File: src/rtl/booth_pkg.sv
// Shared definitions for the booth multiplier job controller.
// Provides the default operand width, the controller FSM state encoding
// and a helper that returns the product width for a given operand width.
package booth_pkg;

    localparam int N_DEF = 8;

    typedef enum logic [1:0] {
        ST_IDLE  = 2'd0,
        ST_ISSUE = 2'd1,
        ST_DRAIN = 2'd2,
        ST_OUT   = 2'd3
    } state_t;

    function automatic int prod_w(input int n);
        return 2 * n;
    endfunction

endpackage

File: src/rtl/booth_op_fifo.sv
// Synchronous operand FIFO carrying {mplier, mcand} pairs.
// Ports:
//   clk, rst                 clock, asynchronous active-high reset
//   push, push_mplier/mcand  write request and data (ignored while full)
//   pop                      read request (ignored while empty)
//   head_mplier/mcand        entry at the read pointer
//   full, empty, count       occupancy status
import booth_pkg::*;

module booth_op_fifo #(
    parameter int N     = N_DEF,
    parameter int DEPTH = 4
) (
    input  logic                     clk,
    input  logic                     rst,
    input  logic                     push,
    input  logic [N-1:0]             push_mplier,
    input  logic [N-1:0]             push_mcand,
    input  logic                     pop,
    output logic [N-1:0]             head_mplier,
    output logic [N-1:0]             head_mcand,
    output logic                     full,
    output logic                     empty,
    output logic [$clog2(DEPTH):0]   count
);

    localparam int AW = $clog2(DEPTH);

    logic [2*N-1:0] mem [DEPTH];
    logic [AW-1:0]  wr_ptr;
    logic [AW-1:0]  rd_ptr;
    logic           do_push;
    logic           do_pop;

    assign full    = (count == (AW + 1)'(DEPTH));
    assign empty   = (count == '0);
    // A push while full is dropped even if a pop frees a slot this cycle.
    assign do_push = push && !full;
    assign do_pop  = pop && !empty;

    always_ff @(posedge clk or posedge rst) begin
        if (rst) begin
            wr_ptr <= '0;
            rd_ptr <= '0;
            count  <= '0;
        end else begin
            if (do_push) wr_ptr <= wr_ptr + 1'b1;
            if (do_pop)  rd_ptr <= rd_ptr + 1'b1;
            case ({do_push, do_pop})
                2'b10:   count <= count + 1'b1;
                2'b01:   count <= count - 1'b1;
                default: count <= count;
            endcase
        end
    end

    always_ff @(posedge clk) begin
        if (do_push) mem[wr_ptr] <= {push_mplier, push_mcand};
    end

    assign {head_mplier, head_mcand} = mem[rd_ptr];

endmodule

File: src/rtl/booth_job_ctrl.sv
// Issue/collect controller for the radix-8 booth multiplier.
// Buffers operand pairs, runs one multiplier job at a time with stable
// operands, captures the product and offers {mplier, mcand, product} on a
// valid/ready port. A watchdog aborts a job whose Done never arrives.
// Ports:
//   Clock, Reset                       clock, asynchronous active-high reset
//   In_Valid/In_Ready/In_Mplier/Mcand  operand input handshake
//   Mul_Start/Mul_Mplier/Mul_Mcand     request to the multiplier
//   Mul_Done/Mul_Product               response from the multiplier
//   Res_Valid/Res_Ready/Res_*          result output handshake
//   Busy                               any job queued, running or unread
//   Error                              sticky watchdog abort flag
import booth_pkg::*;

module booth_job_ctrl #(
    parameter int  N       = N_DEF,
    parameter int  DEPTH   = 4,
    parameter int  TIMEOUT = 64,
    localparam int PW      = prod_w(N)
) (
    input  logic          Clock,
    input  logic          Reset,
    input  logic          In_Valid,
    output logic          In_Ready,
    input  logic [N-1:0]  In_Mplier,
    input  logic [N-1:0]  In_Mcand,
    output logic          Mul_Start,
    output logic [N-1:0]  Mul_Mplier,
    output logic [N-1:0]  Mul_Mcand,
    input  logic          Mul_Done,
    input  logic [PW-1:0] Mul_Product,
    output logic          Res_Valid,
    input  logic          Res_Ready,
    output logic [N-1:0]  Res_Mplier,
    output logic [N-1:0]  Res_Mcand,
    output logic [PW-1:0] Res_Product,
    output logic          Busy,
    output logic          Error
);

    localparam int WW = $clog2(TIMEOUT + 1);
    localparam int CW = $clog2(DEPTH) + 1;

    state_t         state;
    state_t         state_nx;
    logic           fifo_full;
    logic           fifo_empty;
    logic           fifo_pop;
    logic [CW-1:0]  fifo_count;
    logic [N-1:0]   head_mplier;
    logic [N-1:0]   head_mcand;
    logic [WW-1:0]  wd;
    logic           capture;
    logic           abort;
    logic           wd_inc;

    booth_op_fifo #(
        .N     (N),
        .DEPTH (DEPTH)
    ) u_fifo (
        .clk         (Clock),
        .rst         (Reset),
        .push        (In_Valid),
        .push_mplier (In_Mplier),
        .push_mcand  (In_Mcand),
        .pop         (fifo_pop),
        .head_mplier (head_mplier),
        .head_mcand  (head_mcand),
        .full        (fifo_full),
        .empty       (fifo_empty),
        .count       (fifo_count)
    );

    // Res_Valid is exactly the OUT state, so IDLE never issues over an
    // unread result.
    always_comb begin
        state_nx = state;
        fifo_pop = 1'b0;
        capture  = 1'b0;
        abort    = 1'b0;
        wd_inc   = 1'b0;
        case (state)
            ST_IDLE: begin
                if (!fifo_empty) begin
                    fifo_pop = 1'b1;
                    state_nx = ST_ISSUE;
                end
            end
            ST_ISSUE: begin
                if (Mul_Done) begin
                    capture  = 1'b1;
                    state_nx = ST_DRAIN;
                end else if (wd == WW'(TIMEOUT - 1)) begin
                    abort    = 1'b1;
                    state_nx = ST_IDLE;
                end else begin
                    wd_inc = 1'b1;
                end
            end
            ST_DRAIN: begin
                if (!Mul_Done) state_nx = ST_OUT;
            end
            ST_OUT: begin
                if (Res_Ready) state_nx = ST_IDLE;
            end
            default: state_nx = ST_IDLE;
        endcase
    end

    always_ff @(posedge Clock or posedge Reset) begin
        if (Reset) begin
            state       <= ST_IDLE;
            wd          <= '0;
            Error       <= 1'b0;
            Mul_Mplier  <= '0;
            Mul_Mcand   <= '0;
            Res_Mplier  <= '0;
            Res_Mcand   <= '0;
            Res_Product <= '0;
        end else begin
            state <= state_nx;
            if (fifo_pop) begin
                Mul_Mplier <= head_mplier;
                Mul_Mcand  <= head_mcand;
                wd         <= '0;
            end else if (wd_inc) begin
                wd <= wd + 1'b1;
            end
            if (abort) Error <= 1'b1;
            if (capture) begin
                Res_Mplier  <= Mul_Mplier;
                Res_Mcand   <= Mul_Mcand;
                Res_Product <= Mul_Product;
            end
        end
    end

    assign In_Ready  = !fifo_full;
    assign Mul_Start = (state == ST_ISSUE);
    assign Res_Valid = (state == ST_OUT);
    assign Busy      = (state != ST_IDLE) || (fifo_count != '0) || Res_Valid;

endmodule
File: config.mk
export PLATFORM = sky130hd
export DESIGN_NAME = booth_job_ctrl
export DESIGN_NICKNAME = d
export VERILOG_FILES = /design/src/rtl/booth_pkg.sv /design/src/rtl/booth_op_fifo.sv /design/src/rtl/booth_job_ctrl.sv
export SDC_FILE = /design/constraint.sdc
export NUM_CORES = 1
export LEC_CHECK = 0
export ABC_AREA = 0
export BUFFER_PORTS_ARGS = -buffer_cell sky130_fd_sc_hd__buf_2
export CAP_MARGIN = 20
export CELL_PAD_IN_SITES_DETAIL_PLACEMENT = 2
export CELL_PAD_IN_SITES_GLOBAL_PLACEMENT = 2
export CORE_MARGIN = 3
export CORE_UTILIZATION = 35
export DETAILED_ROUTE_END_ITERATION = 7
export PLACE_DENSITY_LB_ADDON = 0.1
export SETUP_SLACK_MARGIN = 0.15
export SLEW_MARGIN = 40
export SYNTH_ARGS = -nofsm -noshare
export SYNTH_HDL_FRONTEND = slang
export SYNTH_HIERARCHICAL = 1
export SYNTH_SLANG_ARGS = --single-unit
File: constraint.sdc
create_clock -name Clock -period 2.7 [get_ports Clock]
set_input_delay 0.405 -clock Clock [delete_from_list [all_inputs] [get_ports Clock]]
set_output_delay 0.405 -clock Clock [all_outputs]
set_load 0.01 [all_outputs]
Word-level counts from Yosys, hierarchy flattened
Memories as Yosys holds them, arrays and structs flattened. A register that Yosys moved wholly into a read port is not among the register bits.
Cells that the tools add are included.
Widths: inputs -> output; s select.
- $add $sub $neg: 5
- $mul: 0
- div/mod/pow operators: 0
- order comparisons: 0
- equality and inequality tests: 11
- shifts and indexed selects: 0
- muxes and demuxes: 21
- bitwise logic cells: 0
- reductions and logical operators: 13
- operators with widths (cell ; count):
    $mux 7 ; 2
    $mux 1 ; 12
    $mux 2 ; 5
    $pmux 2 s4 ; 1
    $add 7x1->7 const B ; 1
    $eq 7x6->1 const B ; 1
    $eq 2x2->1 const B ; 3
    $pmux 3 s2 ; 1
    $reduce_bool 2->1 ; 3
    $add 2x1->2 const B ; 2
    $eq 2x1->1 const B ; 2
    $ne 2x2->1 const B ; 2
    $reduce_and 4->1 ; 1
    $add 3x1->3 const B ; 1
    $eq 3x3->1 const B ; 1
    $logic_not 3->1 ; 1
    $ne 3x1->1 const B ; 1
    $reduce_bool 3->1 ; 1
    $sub 3x1->3 const B ; 1
    $logic_and 1x1->1 ; 2
    $logic_not 1->1 ; 2
    $logic_not 2->1 ; 1
    $logic_or 1x1->1 ; 2
    $ne 2x1->1 const B ; 1
- register bits after elaboration: 49
- bits in latches: 0
- memory bits (writable): 64
- memory bits (read-only): 0
- output and inout bits: 53
- logic and storage cells: 60
- memories: 1
- memory list (name ; depth ; width ; rd ports ; clocked after memory_dff ; write ports ; line ; source):
    u_fifo.mem ; 4 ; 16 ; 1 ; 1 ; 1 ; booth_op_fifo.sv:29 ; logic [2*N-1:0] mem [DEPTH];

Longest topological paths before layout
- depth after elaboration: 6
- mapped depth: 12
- mapped depth without buffers: 10

Hierarchy
Netlist, hierarchy kept.
- modules (own cells, without submodules) (module ; instances ; cells each ; area an instance (um^2) ; sequential area each (um^2)):
    booth_op_fifo ; 1 ; 122 ; 2778.9 ; 2097.0
    booth_job_ctrl ; 1 ; 192 ; 2471.1 ; 1451.4

Worst setup path after synthesis
Ideal clock, no wire load.
- kind: register to register
- start point: register u_fifo.count[0]
- end point: register u_fifo.count[2]
- data arrival time: 2328 ps
- data required time: 2621 ps
- setup slack: 292 ps
- stages on the path, launching flop included: 13
- period minus slack after synthesis: 2408 ps
- cell sequence: dfrtp_1 -> nor3_1 -> or3_1 -> buf_6 -> inv_6 -> buf_6 -> o31a_1 -> ha_1 -> inv_1 -> fa_1 -> xor2_1 -> nor2_1 -> xor2_1
- cells in the longest elaborated chain, start to end: 6
- RTL lines (element ; line ; source):
    from (decl) ; booth_op_fifo.sv:24 ; output logic [$clog2(DEPTH):0] count
    from (signal assigned) ; booth_op_fifo.sv:50 ; 2'b10: count <= count + 1'b1;
    from (signal assigned) ; booth_op_fifo.sv:51 ; 2'b01: count <= count - 1'b1;
    from (signal assigned) ; booth_op_fifo.sv:52 ; default: count <= count;
    $logic_not 3->1 (*) ; booth_op_fifo.sv:36 ; assign empty = (count == '0);
    named net fifo_empty ; booth_job_ctrl.sv:47 ; logic fifo_empty;
    $mux 1 (*) ; booth_job_ctrl.sv:84 ; if (!fifo_empty) begin
    $mux 1 (*) ; booth_job_ctrl.sv:82 ; case (state)
    named net fifo_pop ; booth_job_ctrl.sv:48 ; logic fifo_pop;
    $logic_and 1x1->1 (*) ; booth_op_fifo.sv:39 ; assign do_pop = pop && !empty;
    named net u_fifo.do_pop ; booth_op_fifo.sv:33 ; logic do_pop;
    $eq 2x1->1 or $eq 2x2->1 (tied branches) ; booth_op_fifo.sv:49 ; case ({do_push, do_pop})
    $pmux 3 s2 or $reduce_bool 2->1 (tied branches) ; n/a ;
Mark *: on every way through the listed nets, which the timed path passes. The rest lies on a longest branch.
A chain may end at the register's enable or synchronous reset.

==> impl_metrics.csv <==
group,metric,value,unit
layout,final_area,6480,µm²
detailed_routing,drc,0,
setup_path,critPathRequiredTime,3040,ps
global_routing,grt_pass1_wl,18600,µm
global_routing,overflow,0,
cts,clk_transition_reported_paths,60,ps
synth,synth.area.mux_share,16.8,%
setup_path,critical_path.max_fanout,8,
detailed_routing,vias,2975,
die,row_count,44,
layout,seqCellArea,3550,µm²
detailed_routing,post_drt_via_cell_ratio,4.80,
die,die_y,128,µm
synth,syn_area,5250,µm²
place,dpl-instance-area,5890,µm²
setup_path,end_kind,"flop",
hold_path,hp-class,"primary input to flop",
timing,tns,0,ps
detailed_routing,wl,11300,µm
synth,synth-simple-area-share,7.32,%
synth,synthAdderAreaFrac,1.81,%
layout,fin_nets,467,
die,initial_core_util,36.0,%
setup_path,startpoint_type,"flop",
die,die_w,128,µm
synth,postSynthAreaPerCell,16.7,µm²
layout,multi_input_area,1530,µm²
synth,synth_top_family_by_area,"multiplexers",
detailed_routing,first_pass_iters,4,
power,netSwitchingFraction,31.7,%
layout,antenna_cells,0,
synth,yosysUniqueCellTypes,40,
cts,cts_buffers,17,
cts,cts.sinks,129,
die,dieArea,16500,µm²
layout,area_growth,23.5,%
synth,syn_nets,358,
cts,cts_tree,"built",
synth,yosysWarnings,6,
place,routabilityCongestion,0.671,
setup_path,worst-setup-path-type,"flop to flop",
timing,final-setup-viol-count,0,
place,port-buffer-count,89,
cts,clock_latency,420,ps
die,io_pins,90,
setup_path,critPathArrivalTime,2650,ps
timing,final_hold_viol_count,0,
power,p_switching,2500,µW
power,cellLeakagePower,0.00289,µW
timing,slew_violations,0,
synth,synth-compound-area-share,2.31,%
power,peakVddDrop,0.491,mV
synth,synth_xor_area_share,1.00,%
power,power_density,1220,nW/µm²
timing,slew_headroom,49.6,%
detailed_routing,post_drt_wl_per_cell,18.3,µm
power,p_clk_share,27.6,%
cts,ctsRootBufferMaster,"clkbuf_16",
cts,htree_levels,4,
timing,fmax,0.434,GHz
synth,ys_seq_elements,129,
timing,post-route-period-util,85.4,%
status,status,"finished clean",
power,seqPwrFrac,40.5,%
power,intPower,5400,µW
timing,tightest_slew,756,ps
timing,fin_crit,2310,ps
power,comb_power_share,31.9,%
layout,drive_above_1_share,40.6,%
timing,grt_setup_unrepaired,"no",
detailed_routing,initialDrtViolationCount,100,
global_routing,grt_pass1_vias,3288,
layout,layout_commonest_cell,"buf_2",
layout,fillCellCount,1427,
timing,skew,11.5,ps
die,core_area,14600,µm²
layout,final_cell_mix,"89 x buf_2, 64 x edfxtp_1, 63 x dfrtp_1, 56 x nand2_1, 29 x mux2_4",
cts,clockBufferDepth,2,
run,drv_cap,0,
place,dp_hpwl,7900,µm
detailed_routing,ant_nets,0,
hold_path,min-delay-start,"In_Mcand[5]",
global_routing,grt.total_usage,15.1,%
global_routing,grt_max_degree,34,
synth,synth_seq_area_share,67.6,%
global_routing,antenna_found_initial,0,
synth,syn_inst,314,
[final cells by class]
| type | count | area share (%) |
|---|---|---|
| Timing Repair Buffer | 101 | 8.49 |
| Clock buffer | 21 | 6.95 |
| Clock inverter | 11 | 1.78 |
| Sequential cell | 129 | 54.8 |
| Multi-Input combinational cell | 161 | 23.7 |
| Inverter | 13 | 0.830 |
| Tap cell | 184 | 3.55 |
[Yosys cell counts (all sizes together)]
master / instances / area (µm²)
a21o: 1 / 7.51
a21oi: 1 / 5.00
and2: 5 / 31.3
and4: 1 / 8.76
buf: 11 / 114
dfrtp: 65 / 1630
edfxtp: 64 / 1920
fa: 1 / 20.0
ha: 6 / 75.1
inv: 13 / 53.8
mux2: 33 / 480
mux2i: 1 / 10.0
mux4: 16 / 390
nand2: 57 / 221
nand3: 5 / 25.0
nand3b: 1 / 7.51
nor2: 5 / 18.8
nor2b: 2 / 22.5
nor3: 2 / 10.0
nor3b: 3 / 32.5
o211ai: 3 / 27.5
o21ai: 4 / 23.8
o311ai: 1 / 8.76
o31a: 2 / 17.5
o31ai: 3 / 22.5
o41ai: 1 / 8.76
or3: 1 / 6.26
xnor2: 3 / 26.3
xor2: 3 / 26.3
[final timing paths]
check                                   end  slack [ps]  cells past startpoint
min                        u_fifo/mem[3][5]         200                      1
max reg2reg                 u_fifo/count[2]         390                      9
max in group asynchronous      Mul_Mcand[3]        1460                      4
min reg2reg                           Error         460                      1
min in group asynchronous   u_fifo/count[2]         500                      3
max                         u_fifo/count[2]         390                      9
[logic make-up after synthesis]
| logic type | count (synthesis) |
|---|---|
| mux | 50 |
| simple gates | 82 |
| xor+xnor | 6 |
| buf+inv | 24 |
| fa+ha+maj | 7 |
| compound gates | 16 |
| flops | 129 |
[registers in the layout (all words and copies together) (netlist names), 2 cells and up, named ones only]
signal         cells
wd                 7
u_fifo/count       3
u_fifo/mem        64
Mul_Mcand          8
u_fifo/rd_ptr      2
Res_Product       16
Res_Mcand          8
Mul_Mplier         8
Res_Mplier         8
u_fifo/wr_ptr      2
[worst max-delay path: stages, from the launching register on]
cell,delay [ps]
dfrtp_1,480
or3_1,470
clkinv_4,80
o31a_1,160
ha_1,190
inv_1,60
fa_1,370
xor2_1,150
nor2_1,120
xor2_1,150
[metrics by stage]
step	std cells	setup WS [ps]	utilization (%)	hold slack (ps)	power [µW]
after floorplan	314	292	-	208	4910
after global placement	585	256	40.4	379	5690
after detailed placement	585	151	40.4	385	5810
after CTS	618	178	44.3	180	8070
after global routing	620	243	44.5	187	8470
final	620	394	44.5	198	7900
[power groups by stage]
stage	logic, µW	clock network, µW	registers [µW]
after CTS	2590	2260	3220
after global placement	2490	0	3190
after global routing	2820	2350	3300
after detailed placement	2560	0	3250
final	2520	2180	3200
after floorplan	1660	0	3240
[layer usage]
layer / global-route usage (%) / share of wire [%] / vias to the layer above
li1: - / - / 1356
met4: 6.37 / 1.5 / 0
met2: 23.2 / 47 / 73
met5: 0 / 0 / -
met3: 4.94 / 5.0 / 15
met1: 19.8 / 46 / 1531
[what timing repair did]
| action | in CTS | in global routing |
|---|---|---|
| buffers inserted | 0 | 2 |
| hold buffers | 1 | 0 |
| endpoints found under the hold margin | 7 | 0 |
| gates resized for setup | 1 | 2 |
| endpoints found under the setup margin | 1 | 1 |
(Power assumes the default switching activity.)
